**src/rtl/split_target_port_pn_if.sv**
```systemverilog
// split_target_port_pn_if: serial bus, target and arbiter signals
// of one target-side port, with DUT (slave) and driver (master) views.
interface split_target_port_pn_if #(
  parameter int ADDR_W     = 16,
  parameter int DATA_W     = 8,
  parameter int FIFO_DEPTH = 4
);
  localparam int CW = $clog2(FIFO_DEPTH + 1);

  logic              bus_data_in;
  logic              bus_data_in_valid;
  logic              bus_mode;
  logic              bus_rw;
  logic              decoder_valid;
  logic [ADDR_W-1:0] target_addr_in;
  logic              target_addr_in_valid;
  logic [DATA_W-1:0] target_data_in;
  logic              target_data_in_valid;
  logic              target_rw;
  logic [DATA_W-1:0] target_data_out;
  logic              target_data_out_valid;
  logic              target_data_out_ready;
  logic              target_split_req;
  logic              arbiter_split_req;
  logic              arbiter_grant;
  logic              bus_split_ack;
  logic              bus_data_out;
  logic              bus_data_out_valid;
  logic [CW-1:0]     fifo_count;
  logic              overflow_err;

  modport slave (
    input  bus_data_in,
    input  bus_data_in_valid,
    input  bus_mode,
    input  bus_rw,
    input  decoder_valid,
    output target_addr_in,
    output target_addr_in_valid,
    output target_data_in,
    output target_data_in_valid,
    output target_rw,
    input  target_data_out,
    input  target_data_out_valid,
    output target_data_out_ready,
    input  target_split_req,
    output arbiter_split_req,
    input  arbiter_grant,
    output bus_split_ack,
    output bus_data_out,
    output bus_data_out_valid,
    output fifo_count,
    output overflow_err
  );

  modport master (
    output bus_data_in,
    output bus_data_in_valid,
    output bus_mode,
    output bus_rw,
    output decoder_valid,
    input  target_addr_in,
    input  target_addr_in_valid,
    input  target_data_in,
    input  target_data_in_valid,
    input  target_rw,
    output target_data_out,
    output target_data_out_valid,
    input  target_data_out_ready,
    output target_split_req,
    input  arbiter_split_req,
    output arbiter_grant,
    input  bus_split_ack,
    input  bus_data_out,
    input  bus_data_out_valid,
    input  fifo_count,
    input  overflow_err
  );
endinterface

```
**src/rtl/split_target_port_pn.sv**
```systemverilog
// split_target_port_pn: LSB-first RX deserialiser, read-response FIFO
// and TX serialiser with immediate or split (request/grant) return.
module split_target_port_pn #(
  parameter int ADDR_W     = 16,
  parameter int DATA_W     = 8,
  parameter int FIFO_DEPTH = 4
) (
  input logic                   clk,
  input logic                   rst_n,
  split_target_port_pn_if.slave bif
);
  localparam int MAXW = (ADDR_W > DATA_W) ? ADDR_W : DATA_W;
  localparam int BW   = $clog2(MAXW + 1);
  localparam int PW   = $clog2(FIFO_DEPTH);
  localparam int CW   = $clog2(FIFO_DEPTH + 1);

  localparam logic [BW-1:0] A_LAST = BW'(ADDR_W - 1);
  localparam logic [BW-1:0] D_LAST = BW'(DATA_W - 1);
  localparam logic [CW-1:0] F_FULL = CW'(FIFO_DEPTH);

  typedef enum logic [1:0] {
    RX_ADDR, RX_DATA, WAIT_DEC, DELIVER
  } rx_st_t;

  typedef enum logic [1:0] {
    TX_IDLE, SPLIT_WAIT, TX_SHIFT
  } tx_st_t;

  rx_st_t r_rx_st, w_rx_nx;
  tx_st_t r_tx_st, w_tx_nx;

  logic [BW-1:0]     r_rcnt, w_rcnt_nx;
  logic [ADDR_W-1:0] r_addr, w_addr_nx;
  logic [DATA_W-1:0] r_data, w_data_nx;
  logic              r_rw, w_rw_nx;

  logic              w_bit_ok;
  logic              w_abit;
  logic              w_dbit;
  logic              w_fire;
  logic [BW-1:0]     w_acnt;
  logic [ADDR_W-1:0] w_abase;
  logic [DATA_W-1:0] w_dbase;

  logic [ADDR_W-1:0] r_taddr;
  logic [DATA_W-1:0] r_tdata;
  logic              r_trw;
  logic              r_tav;
  logic              r_tdv;

  logic [DATA_W-1:0] r_mem [FIFO_DEPTH];
  logic [PW-1:0]     r_wp, r_rp;
  logic [CW-1:0]     r_fcnt;
  logic              r_ovf;
  logic              w_full;
  logic              w_empty;
  logic              w_push;
  logic              w_pop;

  logic [DATA_W-1:0] r_shift;
  logic [BW-1:0]     r_tcnt;
  logic              r_req;
  logic              r_ack;

  // half-duplex: the line is ours while shifting a response out
  assign w_bit_ok = bif.bus_data_in_valid && (r_tx_st != TX_SHIFT);

  assign w_abit = w_bit_ok && !bif.bus_mode &&
                  (r_rx_st == RX_ADDR || r_rx_st == RX_DATA);
  assign w_dbit = w_bit_ok && bif.bus_mode &&
                  (r_rx_st == RX_DATA);

  // an address bit seen in RX_DATA restarts capture at bit 0
  assign w_acnt  = (r_rx_st == RX_DATA) ? '0 : r_rcnt;
  assign w_abase = (w_acnt == '0) ? '0 : r_addr;
  assign w_dbase = (r_rcnt == '0) ? '0 : r_data;
  assign w_fire  = (r_rx_st == WAIT_DEC) && bif.decoder_valid;

  always_comb begin
    w_rx_nx   = r_rx_st;
    w_rcnt_nx = r_rcnt;
    w_addr_nx = r_addr;
    w_data_nx = r_data;
    w_rw_nx   = r_rw;
    unique case (r_rx_st)
      RX_ADDR, RX_DATA: begin
        if (w_abit) begin
          w_addr_nx = w_abase |
                      (ADDR_W'(bif.bus_data_in) << w_acnt);
          if (w_acnt == A_LAST) begin
            w_rw_nx   = bif.bus_rw;
            w_rcnt_nx = '0;
            w_data_nx = '0;
            w_rx_nx   = bif.bus_rw ? RX_DATA : WAIT_DEC;
          end else begin
            w_rcnt_nx = w_acnt + 1'b1;
            w_rx_nx   = RX_ADDR;
          end
        end else if (w_dbit) begin
          w_data_nx = w_dbase |
                      (DATA_W'(bif.bus_data_in) << r_rcnt);
          if (r_rcnt == D_LAST) begin
            w_rcnt_nx = '0;
            w_rx_nx   = WAIT_DEC;
          end else begin
            w_rcnt_nx = r_rcnt + 1'b1;
          end
        end
      end
      WAIT_DEC: begin
        if (bif.decoder_valid) begin
          w_rx_nx = DELIVER;
        end else if (!bif.bus_data_in_valid &&
                     !bif.bus_mode) begin
          w_rx_nx   = RX_ADDR;
          w_rcnt_nx = '0;
          w_addr_nx = '0;
          w_data_nx = '0;
        end
      end
      DELIVER: w_rx_nx = RX_ADDR;
      default: w_rx_nx = RX_ADDR;
    endcase
  end

  always_ff @(posedge clk or negedge rst_n) begin
    if (!rst_n) begin
      r_rx_st <= RX_ADDR;
      r_rcnt  <= '0;
      r_addr  <= '0;
      r_data  <= '0;
      r_rw    <= 1'b0;
      r_taddr <= '0;
      r_tdata <= '0;
      r_trw   <= 1'b0;
      r_tav   <= 1'b0;
      r_tdv   <= 1'b0;
    end else begin
      r_rx_st <= w_rx_nx;
      r_rcnt  <= w_rcnt_nx;
      r_addr  <= w_addr_nx;
      r_data  <= w_data_nx;
      r_rw    <= w_rw_nx;
      r_tav   <= w_fire;
      r_tdv   <= w_fire && r_rw;
      if (w_fire) begin
        r_taddr <= r_addr;
        r_tdata <= r_rw ? r_data : '0;
        r_trw   <= r_rw;
      end
    end
  end

  assign w_full  = (r_fcnt == F_FULL);
  assign w_empty = (r_fcnt == '0);
  assign w_push  = bif.target_data_out_valid && !w_full;

  always_ff @(posedge clk or negedge rst_n) begin
    if (!rst_n) begin
      r_wp   <= '0;
      r_rp   <= '0;
      r_fcnt <= '0;
      r_ovf  <= 1'b0;
    end else begin
      if (w_push) r_wp <= r_wp + 1'b1;
      if (w_pop)  r_rp <= r_rp + 1'b1;
      if (w_push && !w_pop) begin
        r_fcnt <= r_fcnt + 1'b1;
      end else if (w_pop && !w_push) begin
        r_fcnt <= r_fcnt - 1'b1;
      end
      // fullness is judged before any same-cycle pop
      if (bif.target_data_out_valid && w_full) r_ovf <= 1'b1;
    end
  end

  always_ff @(posedge clk) begin
    if (w_push) r_mem[r_wp] <= bif.target_data_out;
  end

  always_comb begin
    w_tx_nx = r_tx_st;
    w_pop   = 1'b0;
    unique case (r_tx_st)
      TX_IDLE: begin
        if (!w_empty) begin
          if (bif.target_split_req) begin
            w_tx_nx = SPLIT_WAIT;
          end else begin
            w_pop   = 1'b1;
            w_tx_nx = TX_SHIFT;
          end
        end
      end
      SPLIT_WAIT: begin
        if (bif.arbiter_grant) begin
          w_pop   = 1'b1;
          w_tx_nx = TX_SHIFT;
        end
      end
      TX_SHIFT: begin
        if (r_tcnt == D_LAST) w_tx_nx = TX_IDLE;
      end
      default: w_tx_nx = TX_IDLE;
    endcase
  end

  always_ff @(posedge clk or negedge rst_n) begin
    if (!rst_n) begin
      r_tx_st <= TX_IDLE;
      r_shift <= '0;
      r_tcnt  <= '0;
      r_req   <= 1'b0;
      r_ack   <= 1'b0;
    end else begin
      r_tx_st <= w_tx_nx;
      r_req   <= (w_tx_nx == SPLIT_WAIT);
      r_ack   <= (r_tx_st == SPLIT_WAIT) && bif.arbiter_grant;
      if (w_pop) begin
        r_shift <= r_mem[r_rp];
        r_tcnt  <= '0;
      end else if (r_tx_st == TX_SHIFT) begin
        r_shift <= r_shift >> 1;
        r_tcnt  <= r_tcnt + 1'b1;
      end
    end
  end

  assign bif.target_addr_in        = r_taddr;
  assign bif.target_addr_in_valid  = r_tav;
  assign bif.target_data_in        = r_tdata;
  assign bif.target_data_in_valid  = r_tdv;
  assign bif.target_rw             = r_trw;
  assign bif.target_data_out_ready = !w_full;
  assign bif.arbiter_split_req     = r_req;
  assign bif.bus_split_ack         = r_ack;
  assign bif.bus_data_out_valid    = (r_tx_st == TX_SHIFT);
  assign bif.bus_data_out          = (r_tx_st == TX_SHIFT) &&
                                     r_shift[0];
  assign bif.fifo_count            = r_fcnt;
  assign bif.overflow_err          = r_ovf;
endmodule

```
**src/flat_wrapper.sv**
```systemverilog
// flat-port wrapper written by rule: the top's interface ports become plain ports
module split_target_port_pn_flat 
#(
  parameter int ADDR_W     = 16,
  parameter int DATA_W     = 8,
  parameter int FIFO_DEPTH = 4
)
  (clk, rst_n, bif_bus_data_in, bif_bus_data_in_valid, bif_bus_mode, bif_bus_rw, bif_decoder_valid, bif_target_addr_in, bif_target_addr_in_valid, bif_target_data_in, bif_target_data_in_valid, bif_target_rw, bif_target_data_out, bif_target_data_out_valid, bif_target_data_out_ready, bif_target_split_req, bif_arbiter_split_req, bif_arbiter_grant, bif_bus_split_ack, bif_bus_data_out, bif_bus_data_out_valid, bif_fifo_count, bif_overflow_err);
  split_target_port_pn_if #(.ADDR_W(ADDR_W), .DATA_W(DATA_W), .FIFO_DEPTH(FIFO_DEPTH)) bif_i ();
  input logic clk;
  input logic rst_n;
  input wire logic [$bits(bif_i.bus_data_in)-1:0] bif_bus_data_in;
  input wire logic [$bits(bif_i.bus_data_in_valid)-1:0] bif_bus_data_in_valid;
  input wire logic [$bits(bif_i.bus_mode)-1:0] bif_bus_mode;
  input wire logic [$bits(bif_i.bus_rw)-1:0] bif_bus_rw;
  input wire logic [$bits(bif_i.decoder_valid)-1:0] bif_decoder_valid;
  output wire logic [$bits(bif_i.target_addr_in)-1:0] bif_target_addr_in;
  output wire logic [$bits(bif_i.target_addr_in_valid)-1:0] bif_target_addr_in_valid;
  output wire logic [$bits(bif_i.target_data_in)-1:0] bif_target_data_in;
  output wire logic [$bits(bif_i.target_data_in_valid)-1:0] bif_target_data_in_valid;
  output wire logic [$bits(bif_i.target_rw)-1:0] bif_target_rw;
  input wire logic [$bits(bif_i.target_data_out)-1:0] bif_target_data_out;
  input wire logic [$bits(bif_i.target_data_out_valid)-1:0] bif_target_data_out_valid;
  output wire logic [$bits(bif_i.target_data_out_ready)-1:0] bif_target_data_out_ready;
  input wire logic [$bits(bif_i.target_split_req)-1:0] bif_target_split_req;
  output wire logic [$bits(bif_i.arbiter_split_req)-1:0] bif_arbiter_split_req;
  input wire logic [$bits(bif_i.arbiter_grant)-1:0] bif_arbiter_grant;
  output wire logic [$bits(bif_i.bus_split_ack)-1:0] bif_bus_split_ack;
  output wire logic [$bits(bif_i.bus_data_out)-1:0] bif_bus_data_out;
  output wire logic [$bits(bif_i.bus_data_out_valid)-1:0] bif_bus_data_out_valid;
  output wire logic [$bits(bif_i.fifo_count)-1:0] bif_fifo_count;
  output wire logic [$bits(bif_i.overflow_err)-1:0] bif_overflow_err;
  assign bif_i.bus_data_in = bif_bus_data_in;
  assign bif_i.bus_data_in_valid = bif_bus_data_in_valid;
  assign bif_i.bus_mode = bif_bus_mode;
  assign bif_i.bus_rw = bif_bus_rw;
  assign bif_i.decoder_valid = bif_decoder_valid;
  assign bif_target_addr_in = bif_i.target_addr_in;
  assign bif_target_addr_in_valid = bif_i.target_addr_in_valid;
  assign bif_target_data_in = bif_i.target_data_in;
  assign bif_target_data_in_valid = bif_i.target_data_in_valid;
  assign bif_target_rw = bif_i.target_rw;
  assign bif_i.target_data_out = bif_target_data_out;
  assign bif_i.target_data_out_valid = bif_target_data_out_valid;
  assign bif_target_data_out_ready = bif_i.target_data_out_ready;
  assign bif_i.target_split_req = bif_target_split_req;
  assign bif_arbiter_split_req = bif_i.arbiter_split_req;
  assign bif_i.arbiter_grant = bif_arbiter_grant;
  assign bif_bus_split_ack = bif_i.bus_split_ack;
  assign bif_bus_data_out = bif_i.bus_data_out;
  assign bif_bus_data_out_valid = bif_i.bus_data_out_valid;
  assign bif_fifo_count = bif_i.fifo_count;
  assign bif_overflow_err = bif_i.overflow_err;
  split_target_port_pn #(.ADDR_W(ADDR_W), .DATA_W(DATA_W), .FIFO_DEPTH(FIFO_DEPTH)) u_core (.clk(clk), .rst_n(rst_n), .bif(bif_i));
endmodule
```
**config.mk**
```make
export PLATFORM = sky130hd
export DESIGN_NAME = split_target_port_pn_flat
export DESIGN_NICKNAME = d
export VERILOG_FILES = /design/src/rtl/split_target_port_pn_if.sv /design/src/rtl/split_target_port_pn.sv /design/src/flat_wrapper.sv
export SDC_FILE = /design/constraint.sdc
export NUM_CORES = 1
export LEC_CHECK = 0
export CORE_ASPECT_RATIO = 1.5
export CORE_MARGIN = 2
export CORE_UTILIZATION = 55
export DETAILED_ROUTE_END_ITERATION = 7
export DONT_BUFFER_PORTS = 1
export HOLD_SLACK_MARGIN = 0.06
export PLACE_DENSITY = 0.7
export SYNTH_ARGS = -nofsm -noshare
export SYNTH_HDL_FRONTEND = slang
export SYNTH_SLANG_ARGS = --single-unit
```
**constraint.sdc**
```tcl
create_clock -name clk -period 3.35 [get_ports clk]
set_input_delay 0.8375 -clock clk [delete_from_list [all_inputs] [get_ports clk]]
set_output_delay 0.8375 -clock clk [all_outputs]
set_load 0.005 [all_outputs]
```
==> impl_metrics.toml <==
[status]
outcome = "complete, no violations"

[cells_and_area]
multi_input_area_um2 = 1870
stdcell_area_um2 = 5680
ff_latch_area_um2 = 3060
fillers = 682
diodes = 0
fin_cells = 555
layout_commonest_cell = "nand2_1"
drive_gt1_frac = 0.130
layout_common_cells = "nand2_1, dfrtp_1, edfxtp_1, o21ai_0, a22o_1"
final_net_count = 461
area_growth_pct = 12.0

[setup_path]
cp-start-kind = "flop"
regToRegSetupSlack_ps = 1070
path_class = "flop to primary output"
endpoint_kind = "primary output"
r2r_cells = 10
r2r_end = "u_core.bif.fifo_count[2]$_DFFE_PN0P_"
r2r_start = "u_core.bif.fifo_count[1]$_DFFE_PN0P_"
worstPathRequired_ps = 2510
cp.arrival_ps = 1640
critPathMaxFanout = 12

[drt]
top_layer_used = "met4"
wl_met2_um = 5250
wl_met1_um = 3580
first_pass_iters = 4
drt-total-wl_um = 9540
wl_per_cell_um = 17.2
wl_met3_um = 448
drt-initial-drc-count = 193
drt-vias-per-instance = 5.76
route.detailed.drc = 0
vias = 3196
ant_nets = 0

[yosys]
yosys.area_share.simple = 0.168
synth-compound-area-share = 0.0989
synthArstFlopShare = 0.724
synth_area_um2 = 5070
yosys_register_bits = 116
synth_seq_area_share = 0.604
synthMuxAreaShare = 0.0538
syn_inst = 430
synth.distinct_cells = 58
yosys.area_share.adder = 0.0286
synth_nets = 459
yosys_most_used_dff = "dfrtp_1"
synth_top_family_by_area = "simple AND/OR/NAND/NOR gates"
synth_xor_area_frac = 0.0190
synth_area_per_cell_um2 = 11.8
ys_warn_count = 0
synth-edff-count = 32

[power]
leakagePower_nw = 2.53
max-vdd-ir-drop_mv = 0.544
power_density_nw_per_um2 = 920

[floorplanning]
dieArea_um2 = 10000
die_h_um = 122
initial_utilization = 0.571
io_pins = 54
die_x_um = 82.4
rows = 42
core_area_um2 = 8880

[global_route]
grt_usage = 0.214
grt_pass1_vias = 3386
grt_max_degree = 85
grt_antenna_before_repair = 0
gr-total-overflow = 0
grt_pass1_wl_um = 15800

[sta]
fin_setup_tns_ps = 0
slew_violations = 0
rsz0062_at_grt = "no"
period_share = 0.741
tightest_slew_ps = 716
setup_viol = 0
skew_ps = 10.5
fmax_ghz = 0.403
min_period_ps = 2480
finalHoldViolations = 0
maxSlewHeadroom = 0.518

[clock_tree]
clk_pin_slew_worst_paths_ps = 60
clk_latency_ps = 410
ctsResizeCount = 0
cts_buffers = 17
holdBufCountCts = 0
htreeDepth = 4
cts_buffer_depth = 2
root_buffer = "clkbuf_16"
cts_tree = "built"
cts_setup_buffers = 0
numClockSinks = 116

[placement]
dp_hpwl_um = 6650
place_area_um2 = 5130
gp_congestion = 0.935
port-buffer-count = 0
dpl.cell_count = 523

[hold_path]
hp-class = "input port to asynchronous set/reset pin"

[run]
max-cap-violations = 0
-- kinds of logic after synthesis --
group / Yosys count
AO/OA/AOI/OAI: 64
XOR/XNOR: 11
buffers and inverters: 32
multiplexers: 17
AND/OR/NAND/NOR: 179
adder cells (fa/ha/maj): 11
flip-flops: 116
-- worst max-delay path, stage by stage (launching register included) --
cell	delay, ps
dfrtp_1	550
nand2b_4	190
inv_2	270
and2_1	210
-- cell type report --
type	count	area share
flip-flops and latches	116	0.539
multi-input cells	282	0.328
clock buffers	22	0.0817
repair buffers	3	0.00396
inverters	12	0.00792
well taps	110	0.0242
clock inverters	10	0.0150
-- power by group --
group,internal [mW],switching [mW],total [mW]
registers,1.84,0.396,2.23
logic,0.602,0.736,1.34
clock network,1.05,0.609,1.66
-- metal layers --
metal  global-route usage  up-vias
li1                     -     1518
met1                0.225     1577
met2                0.369       79
met3               0.0719       22
met4                0.110        0
met5                    0        -
-- through the flow --
stage / worst slack [ps] / util / hold slack [ps] / power, mW
6_report: 868 / 0.640 / 119 / 5.23
5_1_grt: 799 / 0.640 / 106 / 5.54
4_1_cts: 863 / 0.640 / 112 / 5.27
3_5_place_dp: 883 / 0.578 / 461 / 3.60
3_3_place_gp: 945 / 0.578 / 460 / 3.53
2_1_floorplan: 713 / - / 439 / 3.29
-- registers in the layout (all words and copies together) (netlist names) --
name,flops
u_core.r_mem,32
u_core.bif.target_rw,1
u_core.r_rw,1
u_core.bif.target_addr_in,16
u_core.r_rx_st,2
u_core.r_tx_st,2
u_core.r_tcnt,5
u_core.bif.arbiter_split_req,1
u_core.r_rcnt,5
u_core.r_data,8
u_core.bif.fifo_count,3
u_core.bif.overflow_err,1
u_core.r_addr,16
u_core.r_rp,2
u_core.bif.target_data_in,8
u_core.bif.target_data_in_valid,1
u_core.bif.bus_split_ack,1
u_core.r_wp,2
u_core.r_shift,8
u_core.bif.target_addr_in_valid,1
-- worst max-delay path by stage --
stage,from,to,slack [ps],depth (start not counted)
floorplan,bif_target_split_req,u_core.bif.fifo_count[1]$_DFFE_PN0P_,710,8
global placement,bif_target_split_req,u_core.bif.fifo_count[1]$_DFFE_PN0P_,950,7
detailed placement,bif_arbiter_grant,u_core.bif.fifo_count[2]$_DFFE_PN0P_,880,10
CTS,u_core.r_tx_st[1]$_DFF_PN0_,bif_bus_data_out,860,3
global route,u_core.r_tx_st[1]$_DFF_PN0_,bif_bus_data_out,800,3
finish,u_core.r_tx_st[1]$_DFF_PN0_,bif_bus_data_out,870,3
-- Yosys cell counts, types with 3 or more instances --
library cell  instances  area share
xor2_1                6       0.010
mux2i_1               7       0.014
nor2b_1               4      0.0049
nor3_1                8      0.0079
a22o_1               19       0.033
nand3_1              13       0.013
a21oi_1               5      0.0049
nand2_1             100       0.074
ha_1                 10       0.025
xnor2_1               5      0.0086
clkbuf_1             10      0.0074
nand4_1               5      0.0062
dfrtp_1              84        0.41
and3_1                6      0.0074
o21ai_0              20       0.020
nor3_2                3      0.0059
inv_1                10      0.0074
mux4_2                8       0.036
nor2_1               17       0.013
buf_2                 7      0.0069
nand2b_1              6      0.0074
edfxtp_1             32        0.19
Note: power is estimated with default switching activity, not from simulation.
